## config.mk

```make
export PLATFORM = sky130hd
export DESIGN_NAME = bcd_rtc_counter
export DESIGN_NICKNAME = d
export VERILOG_FILES = /design/src/rtl/bcd_rtc_counter.sv
export SDC_FILE = /design/constraint.sdc
export NUM_CORES = 1
export LEC_CHECK = 0
export CAP_MARGIN = 20
export CORE_MARGIN = 2
export CORE_UTILIZATION = 60
export DETAILED_ROUTE_END_ITERATION = 10
export GPL_TIMING_DRIVEN = 0
export PLACE_DENSITY = 0.93
export SLEW_MARGIN = 15
export SYNTH_ARGS = -nofsm -noshare
export SYNTH_HDL_FRONTEND = slang
export SYNTH_SLANG_ARGS = --single-unit
```

## constraint.sdc

```tcl
create_clock -name clk -period 4.4 [get_ports clk]
set_input_delay 0.88 -clock clk [delete_from_list [all_inputs] [get_ports clk]]
set_output_delay 0.88 -clock clk [all_outputs]
set_load 0.005 [all_outputs]
```

## src/rtl/bcd_rtc_counter.sv

```systemverilog
// Running BCD real-time clock: hours/minutes/seconds/hundredths advanced from a
// prescaled clk tick, with range-checked field loads and a 12/24-hour hour view.
module bcd_rtc_counter #(
    parameter int CLK_DIV = 500000,
    parameter int DIV_W   = 24
) (
    input  logic        clk,
    input  logic        rst,
    input  logic        run,
    input  logic        mode_12h,
    input  logic [7:0]  time_in,
    input  logic        set_hour,
    input  logic        set_minute,
    input  logic        set_second,
    input  logic        set_mil,
    output logic [31:0] time_bcd,
    output logic        pm,
    output logic        tick,
    output logic        day_wrap,
    output logic        set_err
);
    localparam logic [DIV_W-1:0] TC = DIV_W'(CLK_DIV - 1);

    logic [DIV_W-1:0] presc;
    logic [7:0]       hour, minute, second, mil;
    logic [7:0]       hour_disp;

    logic adv;
    logic ld_hour, ld_minute, ld_second, ld_mil;
    logic c_second, c_minute, c_hour, wrap, bad_load;

    function automatic logic [7:0] bcd_inc(input logic [7:0] v, input logic [7:0] max);
        if (v == max)
            return 8'h00;
        else if (v[3:0] == 4'd9)
            return {v[7:4] + 4'd1, 4'd0};
        else
            return {v[7:4], v[3:0] + 4'd1};
    endfunction

    function automatic logic bcd_legal(input logic [7:0] v, input logic [7:0] max);
        return (v[7:4] <= 4'd9) && (v[3:0] <= 4'd9) && (v <= max);
    endfunction

    // A legally loaded field swallows the carry coming into it and emits none,
    // so the ripple chain is simply broken at every loaded field.
    always_comb begin
        adv       = run && (presc == TC);
        ld_hour   = set_hour   && bcd_legal(time_in, 8'h23);
        ld_minute = set_minute && bcd_legal(time_in, 8'h59);
        ld_second = set_second && bcd_legal(time_in, 8'h59);
        ld_mil    = set_mil    && bcd_legal(time_in, 8'h99);
        c_second  = adv      && !ld_mil    && (mil    == 8'h99);
        c_minute  = c_second && !ld_second && (second == 8'h59);
        c_hour    = c_minute && !ld_minute && (minute == 8'h59);
        wrap      = c_hour   && !ld_hour   && (hour   == 8'h23);
        bad_load  = (set_hour && !ld_hour) || (set_minute && !ld_minute) ||
                    (set_second && !ld_second) || (set_mil && !ld_mil);
    end

    always_ff @(posedge clk or posedge rst) begin
        if (rst) begin
            presc    <= '0;
            hour     <= 8'h00;
            minute   <= 8'h00;
            second   <= 8'h00;
            mil      <= 8'h00;
            tick     <= 1'b0;
            day_wrap <= 1'b0;
            set_err  <= 1'b0;
        end else begin
            if (ld_mil)
                presc <= '0;
            else if (run)
                presc <= adv ? '0 : presc + DIV_W'(1);

            if (ld_mil)
                mil <= time_in;
            else if (adv)
                mil <= bcd_inc(mil, 8'h99);

            if (ld_second)
                second <= time_in;
            else if (c_second)
                second <= bcd_inc(second, 8'h59);

            if (ld_minute)
                minute <= time_in;
            else if (c_minute)
                minute <= bcd_inc(minute, 8'h59);

            if (ld_hour)
                hour <= time_in;
            else if (c_hour)
                hour <= bcd_inc(hour, 8'h23);

            tick     <= adv;
            day_wrap <= wrap;
            set_err  <= bad_load;
        end
    end

    // 13..19 -> 01..07 and 20..23 -> 08..11, done per digit to stay in BCD.
    always_comb begin
        hour_disp = hour;
        if (mode_12h) begin
            if (hour == 8'h00)
                hour_disp = 8'h12;
            else if ((hour[7:4] == 4'd1) && (hour[3:0] >= 4'd3))
                hour_disp = {4'd0, hour[3:0] - 4'd2};
            else if (hour[7:4] == 4'd2)
                hour_disp = (hour[3:0] <= 4'd1) ? {4'd0, hour[3:0] + 4'd8}
                                                : {4'd1, hour[3:0] - 4'd2};
        end
    end

    assign pm       = (hour >= 8'h12);
    assign time_bcd = {hour_disp, minute, second, mil};

endmodule

```

[Yosys cells after proc, flatten, opt, wreduce, memory -nomap -nowiden]
Cells that the tools add are included.
Storage, ports and cells
  output and inout bits: 36
  logic and storage cells: 109
  bits of input ports: 16
  register bits: 59
Operators by class
  $lt $le $gt $ge: 8
  $add $sub $neg: 11
  reductions and logical operators: 43
  multiplexer cells: 24
  eq/ne operators: 11
Operators with widths (count)
  $mux 8: 20
  $mux 24: 3
  $add 4x1->4 const B: 8
  $add 24x1->24 const B: 1
  $eq 24x19->1 const B: 1
  $logic_and 1x1->1: 22
  $eq 4x4->1 const B: 4
  $eq 8x7->1 const B: 2
  $reduce_bool 3->1: 4
  $reduce_bool 2->1: 5
  $eq 8x6->1 const B: 1
  $eq 8x8->1 const B: 1
  $ge 8x5->1 const B: 1
  $le 4x4->1 const B: 2
  $le 8x6->1 const B: 1
  $le 8x7->1 const B: 1
  $le 8x8->1 const B: 1
  $logic_not 8->1: 1
  $reduce_and 2->1: 4
  $mux 5: 1
  $add 4x4->4 const B: 1
  $eq 4x1->1 const B: 1
  $eq 4x2->1 const B: 1
  $ge 4x2->1 const B: 1
  4 further kinds: 9

[Depth between registers and ports, before layout]
Gate-level depths: netlist (run 1).
  depth after elaboration: 13
  gate-level depth with buffers: 10
  gate-level depth less buffers: 8

[Worst setup path before layout (run 1)]
No wires, ideal clock.
  kind: input to register
  from: input port run
  to: register minute[7]
  arrival: 2.823 ns
  cell stages on the path: 8
  path buffers: 2
  path slack: 1.500 ns
  cell sequence: buf_4 -> and4bb_2 -> nand3_1 -> or3_4 -> or3_1 -> buf_2 -> or4_1 -> a21boi_1
On the way
  longest elaborated chain between the ends: 7
RTL lines
  start, declared: line 9  | input logic run,
  $logic_and 1x1->1: line 48  | adv = run && (presc == TC);
  $logic_and 1x1->1 (2 in series): line 53  | c_second = adv && !ld_mil && (mil == 8'h99);
  $logic_and 1x1->1 (2 in series): line 54  | c_minute = c_second && !ld_second && (second == 8'h59);
  $reduce_bool 2->1 (no line)
  $reduce_and 2->1 (no line)
  end signal, assigned: line 88  | minute <= time_in;
  end signal, assigned: line 90  | minute <= bcd_inc(minute, 8'h59);
  end, declared: line 25  | logic [7:0] hour, minute, second, mil;
Every way passes these cells.
A chain may end at the register's enable or synchronous reset.

[Worst setup path after layout (run 1)]
  from: register hour[0]
  to: output port time_bcd[27]
On the way
  longest elaborated chain between the ends: 6
  elaborated cells on any way between the ends: 11
  those cells by class: add/sub (2); order compare (2); mux (5); reduce/logical (2)
RTL lines
  start, declared: line 25
  start signal, assigned: line 93  | hour <= time_in;
  start signal, assigned: line 95  | hour <= bcd_inc(hour, 8'h23);
  $sub 4x2->4, or another cell as far along: line 110, 113
  $mux 5: line 112  | hour_disp = (hour[3:0] <= 4'd1) ? {4'd0, hour[3:0] + 4'd8}
  $mux 8: line 111  | else if (hour[7:4] == 4'd2)
  $mux 8: line 109  | else if ((hour[7:4] == 4'd1) && (hour[3:0] >= 4'd3))
  $mux 8 *: line 107  | if (hour == 8'h00)
  $mux 8 *: line 106  | if (mode_12h) begin
  end, declared: line 16  | output logic [31:0] time_bcd,
Mark *: on every way between the ends. The rest lies on a longest branch, timed or not.

==> results.md, run 1 <==
- Static leakage: 0.00195 uW
- Rel. slew slack: 28.0%
- Largest family of logic cells by synthesized area: simple AND/OR/NAND/NOR gates
- Grt met3 use: 6.06%
- Final Wtd Congestion: roughly 0.86
- Starting Density: 62.7%
- Fin nets: 537
- CTS tree: done
- Seq/Total Area, Yosys: 39.3%
- Critical setup path kind: flip-flop to output pin
- Post-CTS setup buffer count: 0
- Share of cells above drive strength 1: 5.92%
- Ys flop type: dfrtp_1
- Period minus WS final: 3.93 ns
- Std-Cell Rows: 28
- Busiest grt layer: met2
- RSZ-0062 raised after global routing: false
- Fillers: 404
- Clock Path Buffers: 2
- Hold-fix buffers at CTS: 0
- Yosys warns: 0
- Initial antenna violation count: 0
- M2 GR Usage: 43.9%
- Fin. Hold Viols: 0
- Synth Area in Adders: 6.32%
- I/O pins: 52
- Vias in the first global route: 3,321
- Worst Path Arrival: 3.05 ns
- Clk Tree Root Cell: clkbuf_8
- Post-DP Area: 4360 sq um
- Detailed Route Iter0 Violations: 293
- Compound-Gate Fraction of Synth Area: approximately an eighth
- Mean area per synthesized cell: roughly 8.5 sq um
- Gr usage total: 28.0%
- Setup Viol. Count Final: 0
- Post-synth EDFFs: 0
- Die area: roughly 6900 sq um
- Status: finished, final reports clean
- Via count: 3,579
- Area growth, synth to finish: 21.9%
- First-pass iteration count of the detailed router: 5
- Post-Syn Nets: roughly 480
- Pins Over Slew Limit: 0
- First-pass GRT wire length: 15.8 mm
- CTS Buf Count: 9
- Worst Hold Class: flip-flop to flip-flop
- Pwr Total: 1660 uW
- Pin count of the biggest net entering global routing: 60
- PwrDens: 361 nW/um^2
- WL final: around 9 mm
- Hpwl dp: 6.44 mm
- Max H-tree Level: 3
- Synthesized area: 3760 sq um
- Clock skew: ~0.009 ns
- # diodes: 0
- Post-synthesis xor/xnor area fraction: approximately 5.8%
- Die Wd: ~83 microns
- Final antenna-violating net count: 0
- Area leader, netlist: dfrtp_1
- Height of the chip: 83.1 microns
- Setup TNS: 0 ns
- Post-synth ARST share: 100%
- CTS sink cnt: a little under 60
- F_max: 255 MHz
- Mux cell area share after synthesis: 1.63%
- CP endpoint kind: output pin
- Clock insertion delay at the later pin of the skew report: approximately 0.34 ns
- Synthesized instance count: around 440
- Routed wire per std cell: 15.9 microns
- CP required: 3.52 ns
- Simple-gate share of the synthesized area: 30.9%
- PostCTS Resize Cnt: 0
- Max FO, Critical Path: 9
- DRC viols: 0
- Final period utilization: 89.3%
- Total grt overflow: 0
- Design area: about 4600 sq um
- Max cap viols: 0
- WHS: 0.557 ns
- Slew at the pin with the worst max-slew slack: 1.07 ns
- Vias/cell: roughly 6
- Flops & latches, synth: 59
- Grt met1 use: 38.7%
- Distinct cells, synth: between 50 and 60
- Startpoint Class: flip-flop
- Worst-path clk slew: ~0.07 ns
- Core area: 5990 sq um
- Synth top area share: 39.3%
- Synth top area cells: dfrtp_1, ha_1, nor2_1
- Number of port buffers: 50
- Max IR drop VDD: 228 uV
## worst paths after layout
kind                                       start                     to  slack [ns]  cells after the start
max                          hour[0]$_DFFE_PP0P_           time_bcd[27]        0.47                      8
min in group asynchronous                    rst   presc[2]$_DFFE_PP0P_        1.01                      2
min                        presc[18]$_DFFE_PP0P_  presc[18]$_DFFE_PP0P_        0.56                      2
max reg2reg                   mil[0]$_DFFE_PP0P_  minute[7]$_DFFE_PP0P_        1.51                      9
max in group asynchronous                    rst     mil[5]$_DFFE_PP0P_        2.91                      2
min reg2reg                presc[18]$_DFFE_PP0P_  presc[18]$_DFFE_PP0P_        0.56                      2
## cells in the mapped netlist, types with 3 or more instances
cell type / number
nor3_1: 12
o211ai_1: 3
and3b_1: 3
xor2_1: 18
nor2_1: 57
and3_1: 9
o21ai_0: 25
nor2b_1: 5
dfrtp_1: 59
a22o_1: 3
xnor2_1: 7
or2_2: 4
ha_1: 19
inv_1: 17
buf_1: 4
nand3_1: 22
and4_1: 3
nor4_1: 7
a21oi_1: 9
or3_1: 15
nand3b_1: 5
nand2b_1: 4
a31oi_1: 16
o31ai_1: 4
and2_1: 3
or4_1: 5
clkbuf_1: 16
mux2i_1: 5
nand2_1: 44
nand4_1: 8
## stage by stage
stage / setup slack (ns) / cells / utilization [%]
finish: 0.472 / 582 / 76.5
CTS: 0.540 / 582 / 76.5
global route: 0.201 / 582 / 76.5
floorplan: 1.50 / 441 / -
global placement: 0.627 / 566 / 72.7
detailed placement: 0.620 / 566 / 72.7
## power breakdown
| part | total (uW) | internal [uW] | switching [uW] |
|---|---|---|---|
| logic | 400 | 210 | 190 |
| registers | 688 | 602 | 86.0 |
| clock network | 568 | 349 | 219 |
| total | 1660 | 1160 | 495 |
## per-layer routing
metal | wire, microns | up-vias
met2 | 4330 | 139
met1 | 4120 | 1726
met4 | 227 | 0
met5 | 0 | -
li1 | - | 1690
met3 | 596 | 24
## placed cells by master (no fill, tap or decap), types with 5 or more instances in the layout
master	instances
ha_1	19
clkbuf_8	11
nor2_1	57
or4_1	5
mux2i_1	5
xnor2_1	7
nand2_1	44
and3_1	9
nor4_1	7
clkdlybuf4s50_1	50
a31oi_1	16
nand3_1	22
dfrtp_1	59
inv_1	16
o21ai_0	25
nor3_1	12
clkbuf_1	17
a21oi_1	9
xor2_1	18
or3_1	15
nor2b_1	5
nand3b_1	5
nand4_1	8
## layout make-up
cell class	count	area, sq um	share of cell area (%)
Timing Repair Buffer	50	500	10.9
Tap cell	75	93.8	2.05
Multi-Input combinational cell	343	2130	46.5
Clock inverter	4	72.6	1.58
Clock buffer	12	155	3.39
Sequential cell	59	1480	32.2
Buffer	22	87.6	1.91
Inverter	17	66.3	1.45
## sequential cells by signal, summed over array words and instances, names as in the netlist
| register | flops |
|---|---|
| second | 8 |
| minute | 8 |
| hour | 8 |
| presc | 24 |
| mil | 8 |
| tick | 1 |
| day_wrap | 1 |
| set_err | 1 |
## cell families after synthesis
logic type | Yosys count
AOI/OAI and AO/OA | 73
xor gates and xnor gates | 25
adders and majority gates | 19
buffers and inverters | 39
DFF | 59
muxes | 6
and+or+nand+nor | 220
## worst max-delay path, cell delays in order, from the launching register on
cell	delay, ns
dfrtp_1	0.34
clkbuf_1	0.29
nand2_1	0.18
a2111oi_0	0.73
a21oi_1	0.18
nor3_1	0.19
o21ai_0	0.11
a22oi_1	0.15
clkdlybuf4s50_1	0.53
(Power assumes the default switching activity.)
==> run 2, diff against run 1 <==
- ABC_AREA: default -> 1
- CORE_UTILIZATION: 60 -> 61
==> run 2 against run 1 <==
Effect of this change: sequential power rose by 7.6%; synthesized cell count rose by 33%; die area rose by 9.5%; clock power fell by 18%; global-route usage rose by 3.6 points; fmax rose by 14%.
==> results.md, run 2 <==
- Most frequent cells in the layout: nand2_1, inv_1, dfrtp_1
- CP max stage delay: 0.54 ns
- Starting Density: 62.5%
- Post-synth EDFFs: 0
- Top cells by count, synth: nand2_1, inv_1, dfrtp_1
- CP required: 3.52 ns
- Final antenna-violating net count: 0
- Hold path cells: 2
- WHS: 0.550 ns
- Clock Path Buffers: 2
- Via count: 4,380
- Met1 wire length: 4.97 mm
- Synthesized instance count: approximately 590
- Post-CTS setup buffer count: 0
- Share of cells above drive strength 1: 9.22%
- Pin count of the biggest net entering global routing: 60
- Ys flop type: dfrtp_1
- Clock insertion delay at the later pin of the skew report: approximately 0.35 ns
- Yosys warns: 0
- First-pass GRT wire length: between 15 and 20 mm
- WL final: 11.5 mm
- CTS tree: done
- Setup Viol. Count Final: 0
- Distinct cells, synth: 38
- I/O pins: 52
- Vias in the first global route: a little over 4,000
- Status: finished, final reports clean
- Routed met2 length: about 5.3 mm
- Die area: between 7000 and 8000 sq um
- Max cap viols: 0
- Routed wire per std cell: around 16 microns
- Vias/cell: 5.99
- Mean area per synthesized cell: 7.18 sq um
- Wire length on met3: approximately 990 microns
- Synthesized area: 4200 sq um
- Most frequent cell after synthesis: nand2_1
- Synth top area cells: dfrtp_1, nand2_1, nand3_1
- DRC viols: 0
- Seq/Total Area, Yosys: 35.1%
- Max FO, Critical Path: 5
- Worst path bufs/invs: 4
- Clock skew: between 0.01 and 0.015 ns
- Height of the chip: 87.0 microns
- Reg with most FFs: presc
- Fin nets: a little under 700
- Setup TNS: 0 ns
- Worst-path clk slew: 0.06 ns
- Total grt overflow: 0
- Fin. Hold Viols: 0
- Gr usage total: between 30% and 40%
- Worst Hold Class: flip-flop to flip-flop
- Design area: 4980 sq um
- Max layer used: met4
- Period minus WS final: 3.44 ns
- Pins Over Slew Limit: 0
- Clk Tree Root Cell: clkbuf_8
- Hpwl dp: 8.54 mm
- Synth top area share: 35.1%
- Post-Syn Nets: between 600 and 700
- Hold-fix buffers at CTS: 0
- Post-DP Area: 4800 sq um
- Pwr Total: around 1800 uW
- Rel. slew slack: between 50% and 60%
- Initial antenna violation count: 0
- Slowest-stage cell, CP: clkdlybuf4s50_1
- Final period utilization: 78.1%
- Instance count on the critical path: 8
- F_max: between 200 and 300 MHz
- Area leader, netlist: dfrtp_1
- Worst Path Arrival: 2.56 ns
- Flops & latches, synth: 59
- Max IR drop VDD: 241 uV
- Number of port buffers: 50
- Area growth, synth to finish: 18.6%
- CTS Buf Count: 9
- Most common cell after layout, fill and taps aside: nand2_1
- Die Wd: between 80 and 90 microns
- Core area: between 6000 and 7000 sq um
- First-pass iteration count of the detailed router: 5
- # diodes: 0
- Max H-tree Level: 3
- Final Wtd Congestion: 0.971
- Post-synth ARST share: 100%
- CTS sink cnt: 59
- CP endpoint kind: output pin
- PostCTS Resize Cnt: 0
- Std-Cell Rows: 30
- Static leakage: 0.00232 uW
- R2R Setup Slk: 2.49 ns
- Detailed Route Iter0 Violations: 521
- Critical setup path kind: input pin to output pin
- R2R depth: 9
- PwrDens: 359 nW/um^2
- Critical-path cell list: clkdlybuf4s50_1, inv_1, a21oi_1, o21ai_0, nand2_1, o21ai_0, inv_1, clkdlybuf4s50_1
- Slew at the pin with the worst max-slew slack: approximately 0.73 ns
- Largest register FFs: 24
- Startpoint Class: input pin
- Family with the most delay on the worst path: buffers and inverters
- RSZ-0062 raised after global routing: false
run 2: changes by cell type in the layout (fill, tap and decap cells not counted), sizes merged, moves of 10 or more:
cell,delta
o22ai,+10
o21ai,+20
inv,+61
nand2,+96
nand4,+10
or3,-16
clkbuf,-12
a31oi,-12
nand3,+37
run 2: stage by stage:
stage          setup WS [ns]  utilization (%)  instances
2_1_floorplan           2.06                -        585
3_3_place_gp           0.978             71.5        715
3_5_place_dp            1.04             71.5        715
4_1_cts                 1.03             74.2        731
5_1_grt                0.909             74.2        731
6_report               0.965             74.2        731
run 2: worst paths after layout:
kind | start | to
min reg2reg | hour[7]$_DFFE_PP0P_ | hour[7]$_DFFE_PP0P_
min in group asynchronous | rst | presc[15]$_DFFE_PP0P_
max | mode_12h | time_bcd[27]
max in group asynchronous | rst | second[6]$_DFFE_PP0P_
min | hour[7]$_DFFE_PP0P_ | hour[7]$_DFFE_PP0P_
max reg2reg | mil[1]$_DFFE_PP0P_ | minute[7]$_DFFE_PP0P_
run 2: cell families after synthesis:
| logic type | count (synthesis) | share of synthesized area (%) |
|---|---|---|
| fa+ha+maj | 19 | 5.66 |
| simple gates | 305 | 33.9 |
| compound gates | 88 | 12.2 |
| buf+inv | 96 | 9.38 |
| flops | 59 | 35.1 |
| xor+xnor | 18 | 3.75 |
run 2: power breakdown:
group	internal, uW	total, uW	leakage (uW)	switching (uW)
combinational	285	585	0.00144	300
clock	233	464	0.0000884	231
sequential	622	740	0.000786	117
total	1140	1790	0.00232	648
run 2: per-layer routing:
layer,up-vias,global-route usage [%]
li1,2075,-
met1,2046,43.4
met2,233,49.4
met3,26,6.26
met4,0,12.1
met5,-,0
run 2: tightest hold or removal path: cells and delay by family, from the launching register on:
kind,cells,cell delay (ns)
AND/OR/NAND/NOR,2,0.12
flip-flops,1,0.40
run 2: cell type report:
| type | instances | area (sq um) |
|---|---|---|
| multi-input cells | 430 | 2330 |
| clock inverters | 4 | 25.0 |
| repair buffers | 50 | 500 |
| plain buffers | 17 | 97.6 |
| inverters | 79 | 299 |
| fillers | 497 | 1730 |
| flip-flops and latches | 59 | 1480 |
| well taps | 80 | 100 |
| clock buffers | 12 | 155 |
==> run 3, diff against run 2 <==
- CORE_UTILIZATION: 61 -> 57
- PLACE_DENSITY: 0.93 -> 0.89
- clock period: 4.4 -> 3.23 ns (I/O delays scaled with it)
==> run 3 against run 2 <==
Effect of this change: clock skew rose by 0.0019 ns; critical path type is now flip-flop to output pin; global-route usage fell by 2.6 points; die area rose by 6.7%; sequential share of layout area fell by 0.43 points; via count fell by 0.21%; sequential power rose by 35%; worst setup slack got worse by 0.79 ns; clock power rose by 70%; non-clock buffer count did not move; first-iteration DRC count fell by 30%; total power rose by 45%.
==> results.md, run 3 (synthesized netlist as in run 2, its figures left out) <==
- Hold-fix buffers at CTS: 0
- Worst setup startpoint: hour[1]$_DFFE_PP0P_
- Post-CTS setup buffer count: 0
- Die Wd: between 80 and 90 microns
- HP Start: minute[7]$_DFFE_PP0P_
- Fillers: 552
- CP endpoint kind: output pin
- Clock insertion delay at the later pin of the skew report: around 0.35 ns
- Most common cell after layout, fill and taps aside: nand2_1
- Vias/cell: 5.83
- Worst-path clk slew: 0.08 ns
- Initial antenna violation count: 0
- Pin count of the biggest net entering global routing: 60
- F_max: about 330 MHz
- Gr usage total: 29.1%
- Total grt overflow: 0
- Height of the chip: 89.9 microns
- Starting Density: 58.6%
- Fin util: 70.5%
- DRC viols: 0
- RSZ-0062 raised after global routing: false
- Final period utilization: 94.7%
- CTS sink cnt: 59
- Crit Reg-Reg Startpoint: presc[1]$_DFFE_PP0P_
- Most frequent cells in the layout: nand2_1, inv_1, dfrtp_1
- I/O pins: 52
- Static leakage: 0.00234 uW
- Max H-tree Level: 3
- PwrDens: 512 nW/um^2
- Number of port buffers: 50
- # diodes: 0
- Period minus WS final: 3.06 ns
- Max IR drop VDD: between 400 and 500 uV
- Share of cells above drive strength 1: 9.52%
- Fin. Hold Viols: 0
- Die area: about 8100 sq um
- Worst Hold Class: flip-flop to flip-flop
- Core area: ~7200 sq um
- CP required: 2.58 ns
- Area growth, synth to finish: 20.4%
- Status: finished, final reports clean
- Pwr Total: 2590 uW
- Routed wire per std cell: 15.3 microns
- WL final: 11.5 mm
- First-pass GRT wire length: just under 20 mm
- Vias in the first global route: 4,300
- Startpoint Class: flip-flop
- Via count: 4,371
- CTS Buf Count: 9
- Max FO, Critical Path: 8
- Critical setup path kind: flip-flop to output pin
- Clk Tree Root Cell: clkbuf_8
- Pins Over Slew Limit: 0
- Largest register FFs: 24
- Setup Viol. Count Final: 0
- Hpwl dp: 8.53 mm
- Final Wtd Congestion: 0.950
- Final antenna-violating net count: 0
- Rel. slew slack: 51.3%
- Clock Path Buffers: 2
- First-pass iteration count of the detailed router: 6
- CTS tree: done
- Reg with most FFs: presc
- Std-Cell Rows: 31
- Max cap viols: 0
- Fin nets: 681
- Worst Path Arrival: 2.41 ns
- Slew at the pin with the worst max-slew slack: 0.731 ns
- Setup TNS: 0 ns
- Clock skew: 0.0141 ns
- Detailed Route Iter0 Violations: 367
run 3: report_power, final:
part,leakage [uW],switching [uW],internal [uW],total (uW)
Clock,0.000113,311,476,787
Combinational,0.00144,411,390,801
Sequential,0.000786,153,847,1000
run 3: cell type report:
class	instances	area [sq um]	area share [%]
multi-input combinational	430	2330	46.1
sequential	59	1480	29.2
timing repair buffer	50	500	9.89
inverter	79	299	5.91
clock buffer	12	155	3.07
tap	99	124	2.45
buffer	17	97.6	1.93
clock inverter	4	72.6	1.43
run 3: repair_timing:
action | CTS | global route
endpoints found under the setup margin | 0 | 2
hold endpoints to repair | 0 | 0
resized for setup | 0 | 2
run 3: final timing paths:
path	cells after the start	endpoint	slack, ns
max reg2reg	12	hour[5]$_DFFE_PP0P_	1.25
min in group asynchronous	2	presc[14]$_DFFE_PP0P_	0.79
max in group asynchronous	2	mil[1]$_DFFE_PP0P_	1.97
min	2	minute[7]$_DFFE_PP0P_	0.54
max	10	time_bcd[27]	0.17
min reg2reg	2	minute[7]$_DFFE_PP0P_	0.54
run 3: per-stage QoR:
step	setup slack, ns	cells	hold WS, ns	cell area (sq um)
after floorplan	1.13	585	0.494	4200
after global placement	0.0302	734	0.503	4830
after CTS	0.210	750	0.536	5060
final	0.171	750	0.537	5060
after detailed placement	0.352	734	0.515	4830
after global routing	0.00474	750	0.583	5060
run 3: worst max-delay path, stage by stage, from the launching register on:
cell and delay (ns):
dfrtp_1 0.35, clkbuf_1 0.28, nand2_1 0.14, nand2_1 0.11, nand3_1 0.14, a21oi_1 0.21, o21ai_0 0.13, nand2_1 0.08
o21ai_0 0.08, inv_1 0.05, clkdlybuf4s50_1 0.49
run 3: per-layer routing:
layer	share of wire (%)	global-route usage [%]	up-vias
met2	49	50.6	228
met5	0	0	-
li1	-	-	2067
met1	39	35.2	2034
met4	3.3	13.7	0
met3	8.3	4.95	42
